--- src/rtl/input_processor.sv ---
// Request capture for the elevator controller: synchronizes switches and buttons,
// latches cabin / hall-up / hall-down requests and clears requests served by a stop.
module input_processor (
    input  logic       clk,
    input  logic       rst,
    input  logic [7:0] sw,
    input  logic       btnc,
    input  logic       btnu,
    input  logic       btnd,
    input  logic [2:0] floor,
    input  logic [3:0] status,
    input  logic       nextup,
    input  logic       nextdown,
    output logic [7:0] up,
    output logic [7:0] down,
    output logic [7:0] elevator_btn
);

    localparam logic [3:0] STATUS_STOPPED = 4'd7;
    // Floor 8 cannot call up and floor 1 cannot call down.
    localparam logic [7:0] UP_ALLOWED     = 8'b0111_1111;
    localparam logic [7:0] DOWN_ALLOWED   = 8'b1111_1110;

    localparam int BTN_CAB  = 0;
    localparam int BTN_UP   = 1;
    localparam int BTN_DOWN = 2;

    function automatic logic [7:0] floor_onehot(input logic [2:0] f);
        floor_onehot = 8'h01 << f;
    endfunction

    logic [2:0] btn_s1_r;
    logic [2:0] btn_s2_r;
    logic [2:0] btn_prev_r;
    logic [7:0] sw_s1_r;
    logic [7:0] sw_s2_r;

    logic [2:0] pulse_s;
    logic [7:0] set_cab_s;
    logic [7:0] set_up_s;
    logic [7:0] set_down_s;
    logic [7:0] clr_cab_s;
    logic [7:0] clr_up_s;
    logic [7:0] clr_down_s;
    logic [7:0] cab_next_s;
    logic [7:0] up_next_s;
    logic [7:0] down_next_s;

    logic [7:0] cab_r;
    logic [7:0] up_r;
    logic [7:0] down_r;

    // Two-flop synchronizers for buttons and switches, plus the button edge-history flop.
    always_ff @(posedge clk or negedge rst) begin
        if (!rst) begin
            btn_s1_r   <= 3'b000;
            btn_s2_r   <= 3'b000;
            btn_prev_r <= 3'b000;
            sw_s1_r    <= 8'h00;
            sw_s2_r    <= 8'h00;
        end else begin
            btn_s1_r   <= {btnd, btnu, btnc};
            btn_s2_r   <= btn_s1_r;
            btn_prev_r <= btn_s2_r;
            sw_s1_r    <= sw;
            sw_s2_r    <= sw_s1_r;
        end
    end

    // Press pulses and the per-direction set masks they produce.
    always_comb begin
        pulse_s    = btn_s2_r & ~btn_prev_r;
        set_cab_s  = 8'h00;
        set_up_s   = 8'h00;
        set_down_s = 8'h00;
        if (pulse_s[BTN_CAB]) begin
            set_cab_s = sw_s2_r;
        end else begin
            set_cab_s = 8'h00;
        end
        if (pulse_s[BTN_UP]) begin
            set_up_s = sw_s2_r & UP_ALLOWED;
        end else begin
            set_up_s = 8'h00;
        end
        if (pulse_s[BTN_DOWN]) begin
            set_down_s = sw_s2_r & DOWN_ALLOWED;
        end else begin
            set_down_s = 8'h00;
        end
    end

    // Clear masks for the floor being served; direction decides which hall call is answered.
    always_comb begin
        clr_cab_s  = 8'h00;
        clr_up_s   = 8'h00;
        clr_down_s = 8'h00;
        if (status == STATUS_STOPPED) begin
            clr_cab_s = floor_onehot(floor);
            case ({nextup, nextdown})
                2'b10:   clr_up_s   = floor_onehot(floor);
                2'b01:   clr_down_s = floor_onehot(floor);
                2'b00,
                2'b11: begin
                    clr_up_s   = floor_onehot(floor);
                    clr_down_s = floor_onehot(floor);
                end
                default: begin
                    clr_up_s   = floor_onehot(floor);
                    clr_down_s = floor_onehot(floor);
                end
            endcase
        end else begin
            clr_cab_s  = 8'h00;
            clr_up_s   = 8'h00;
            clr_down_s = 8'h00;
        end
    end

    // Clear is applied after set so a request arriving at the floor being served is dropped.
    always_comb begin
        cab_next_s  = (cab_r  | set_cab_s)  & ~clr_cab_s;
        up_next_s   = (up_r   | set_up_s)   & ~clr_up_s   & UP_ALLOWED;
        down_next_s = (down_r | set_down_s) & ~clr_down_s & DOWN_ALLOWED;
    end

    // Sticky request registers.
    always_ff @(posedge clk or negedge rst) begin
        if (!rst) begin
            cab_r  <= 8'h00;
            up_r   <= 8'h00;
            down_r <= 8'h00;
        end else begin
            cab_r  <= cab_next_s;
            up_r   <= up_next_s;
            down_r <= down_next_s;
        end
    end

    assign elevator_btn = cab_r;
    assign up           = up_r;
    assign down         = down_r;

endmodule

--- config.mk ---
export PLATFORM = sky130hd
export DESIGN_NAME = input_processor
export DESIGN_NICKNAME = d
export VERILOG_FILES = /design/src/rtl/input_processor.sv
export SDC_FILE = /design/constraint.sdc
export NUM_CORES = 1
export LEC_CHECK = 0
export CELL_PAD_IN_SITES_DETAIL_PLACEMENT = 0
export CELL_PAD_IN_SITES_GLOBAL_PLACEMENT = 1
export CORE_MARGIN = 1.5
export CORE_UTILIZATION = 39
export CTS_CLUSTER_SIZE = 28
export DETAILED_ROUTE_END_ITERATION = 8
export HOLD_SLACK_MARGIN = 0.05
export MAX_ROUTING_LAYER = met4
export PLACE_DENSITY_LB_ADDON = 0.1
export RECOVER_POWER = 100
export SYNTH_ARGS = -nofsm -noshare
export SYNTH_HDL_FRONTEND = slang
export SYNTH_SLANG_ARGS = --single-unit
--- constraint.sdc ---
create_clock -name clk -period 2.75 [get_ports clk]
set_input_delay 0.55 -clock clk [delete_from_list [all_inputs] [get_ports clk]]
set_output_delay 0.55 -clock clk [all_outputs]
set_load 0.02 [all_outputs]
==> metrics.sh <==
OUTCOME='completed'
IO_PINS=46
SLEW_VIOLATIONS=0
INITIAL_CORE_UTIL=0.418
ANTENNA_FOUND_INITIAL=0
FINAL.MIN_CLOCK_PERIOD_NS=1.97
YOSYSUNIQUECELLTYPES=16
POSTSYNTHREGISTERBITS=47
VDD_IR_DROP_MAX_uV=381
WORSTSETUPENDPOINTTYPE='flop'
TOTAL_SWITCHING_POWER_mW=0.301
DATA_ARRIVAL_TIME_OF_THE_CRITICAL_PATH_NS=2.13
MAX_SLEW_MARGIN=0.372
FINALCRITPERIODSHARE=0.718
DETAIL_ROUTE.WL_PER_CELL_UM=15.3
SYNTH-SEQ-AREA-SHARE=0.752
FINAL_CORE_UTILIZATION=0.555
DRC_ERRORS=0
POWER.SHARE.SWITCHING=0.240
CLOCKBUFFERDEPTH=2
SETUP-VIOLATIONS-FINAL=0
POWER-PER-CELL-AREA_mW_PER_MM2=603
TIMING.CRITICAL_PATH.SLOWEST_CELL_DELAY_NS=0.60
ANTENNA_CELLS=0
CTS_ROOT_BUF='clkbuf_8'
FMAX_MHz=507
DIE-WIDTH_UM=66.3
SEQUENTIALPOWERSHARE=0.592
FIRST_GLOBAL_VIAS=1080
POWER.INTERNAL_mW=0.952
FLOORPLAN.ROWS=22
CTS_TREE='yes'
TOTAL_POWER_mW=1.25
FINAL_NETS=181
CLKPWRFRAC=0.311
CTS_BUFFERS=5
PATH_CELLS='dlygate4sd3_1 > nand4b_1 > nor3b_1 > a21oi_1'
FINALCLOCKSKEW_NS=0.00413
CRIT_FANOUT=5
CRITICAL_PATH.SLOWEST_CELL='nor3b_1'
DETAILEDROUTE.FIRSTPASSITERATIONCOUNT=4
PLACE.DETAILED.HPWL_UM=2230
FINALWORSTSETUPSLACK_NS=0.776
CTS.HTREE.LEVELS=2
ROUTE.VIAS.TOTAL=1032
CLK_TRANSITION_REPORTED_PATHS_NS=0.08
CRITPATHLAUNCHTYPE='input pin'
GRT_START_MAX_NET_PINS=30
PATH_CLASS='in -> reg'
TIMING.SETUP.TNS_NS=0
RSZ0062_AT_GRT='false'
MAX-CAP-VIOLATIONS=0
PORT-BUFFER-COUNT=43
PLACEMENT.SETUP.WORST_SLACK_NS=0.855
POSTCTSHOLDBUFS=0
CTS_SINKS=47
SYNTH_WARNINGS=0
GP_ROUTABILITY_CONGESTION=0.787
P_LEAK_nW=0.773
HEIGHT_OF_THE_CHIP_UM=66.3
GR-USAGE-ALL-LAYERS=0.174
WORST_SKEW_PAIR.LATE_LATENCY_NS=0.29
REQUIRED_NS=2.90
GLOBAL_ROUTE_WIRE_LENGTH_BEFORE_REPAIR_UM=5310
LAYOUT-AREA-OVERHEAD-VS-SYNTH_PCT=32.9
CRITICAL_PATH_BUF_INV_COUNT=1
DRT_FIRST_ITER_VIOLATIONS=29
FP.COREAREA_MM2=0.00374
POSTSYNTHCELLCOUNT=112
WL_UM=3180
SYN-MEAN-INSTANCE-AREA_UM2=14.0
TIMING_WORST_SLEW_PIN_VALUE_NS=0.943
TIMING_HOLD_VIOLATIONS_FINAL=0
REMAINING_ANTENNA_VIOLATION_COUNT_AFTER_ROUTING=0
DETAIL_ROUTE.VIAS_PER_CELL=4.96
POST_SYNTH_INSTANCE_AREA_MM2=0.00156
CRITICAL_PATH.TOP_DELAY_FAMILY='simple AND/OR/NAND/NOR gates'
GLOBALROUTEOVERFLOWTOTAL=0
DESIGN.DIE.AREA_MM2=0.00440
CTS_SETUP_BUFFERS=0
LAYOUT-DRIVE-GT1-SHARE=0.0688
POWER.SHARE.COMBINATIONAL=0.098
HOLDCRITPATHCLASS='reg -> reg'
CTS-RESIZED-GATES=0
[flip-flops by register name, summed over array words and instances (netlist names)]
| signal | count |
|---|---|
| btn_s1_r | 3 |
| elevator_btn | 8 |
| btn_s2_r | 3 |
| down | 7 |
| sw_s1_r | 8 |
| sw_s2_r | 8 |
| up | 7 |
| btn_prev_r | 3 |
[power by group through the flow]
stage	registers [mW]	logic [mW]	clock network, mW
6_report	0.741	0.122	0.389
3_5_place_dp	0.756	0.137	0
4_1_cts	0.742	0.138	0.407
3_3_place_gp	0.754	0.136	0
2_1_floorplan	0.770	0.0360	0
5_1_grt	0.746	0.134	0.434
[synthesized netlist by cell type]
cell	number	area [µm²]
nor3b_2	1	12.5
nor2b_2	1	8.76
nor2_1	2	7.51
a21oi_1	36	180
nor3_2	2	20.0
and2b_1	3	22.5
nand2b_1	1	6.26
a31oi_1	8	50.1
dfrtp_1	47	1180
buf_2	3	15.0
buf_4	2	15.0
inv_2	1	3.75
nor2_2	1	6.26
nor2b_1	2	12.5
nand4b_4	1	23.8
conb_1	1	3.75
[kinds of logic (layout without fill, tap and decap cells)]
kind of cell / after synthesis / after routing / synth area share
compound gates: 44 / 44 / 0.147
other cells: 1 / 2 / 0.00240
buf+inv: 6 / 53 / 0.0216
simple gates: 14 / 14 / 0.0768
flops: 47 / 47 / 0.752
[placed cells by master (no fill, tap or decap)]
cell | Yosys | layout
dfrtp_1 | 47 | 47
a21oi_1 | 36 | 36
dlygate4sd3_1 | 0 | 34
a31oi_1 | 8 | 8
clkdlybuf4s50_1 | 0 | 8
clkbuf_8 | 0 | 5
and2b_1 | 3 | 3
nor2_1 | 2 | 3
clkinv_2 | 0 | 3
nor2b_1 | 2 | 2
nor3_1 | 0 | 2
conb_1 | 1 | 2
nand2b_1 | 1 | 1
inv_2 | 1 | 1
nand4b_1 | 0 | 1
nor3b_1 | 0 | 1
nor2b_2 | 1 | 1
clkbuf_1 | 0 | 1
clkbuf_2 | 0 | 1
[final timing paths]
kind	from	to	slack, ns	cells past startpoint
min	sw_s1_r[4]	sw_s2_r[4]	0.35	0
max	status[3]	up[0]	0.78	4
max in group asynchronous	rst	up[4]	1.18	2
min in group asynchronous	rst	elevator_btn[1]	0.37	1
max reg2reg	btn_s2_r[0]	elevator_btn[7]	1.43	3
min reg2reg	sw_s1_r[4]	sw_s2_r[4]	0.35	0
[cell type report]
cell class                 count  area [µm²]
clock inverter                 3        15.0
fill                         331        1670
inverter                       1        3.75
multi-input combinational     60         325
timing repair buffer          44         429
clock buffer                   5        68.8
tap                           48        60.1
sequential                    47        1180
[stage by stage]
stage          hold slack, ns  area, µm²  std cells
6_report                0.350       2080        208
5_1_grt                 0.363       2080        208
4_1_cts                 0.175       2110        208
3_5_place_dp            0.336       2030        200
3_3_place_gp            0.332       2030        200
2_1_floorplan           0.254       1570        113
[layer usage]
metal,vias to the layer above,part of all wire,GRT usage
li1,481,-,-
met1,506,0.44,0.226
met2,39,0.47,0.259
met3,6,0.077,0.0528
met4,0,0.014,0.0612
met5,-,0,-
Power figures use the tool's default switching activity.
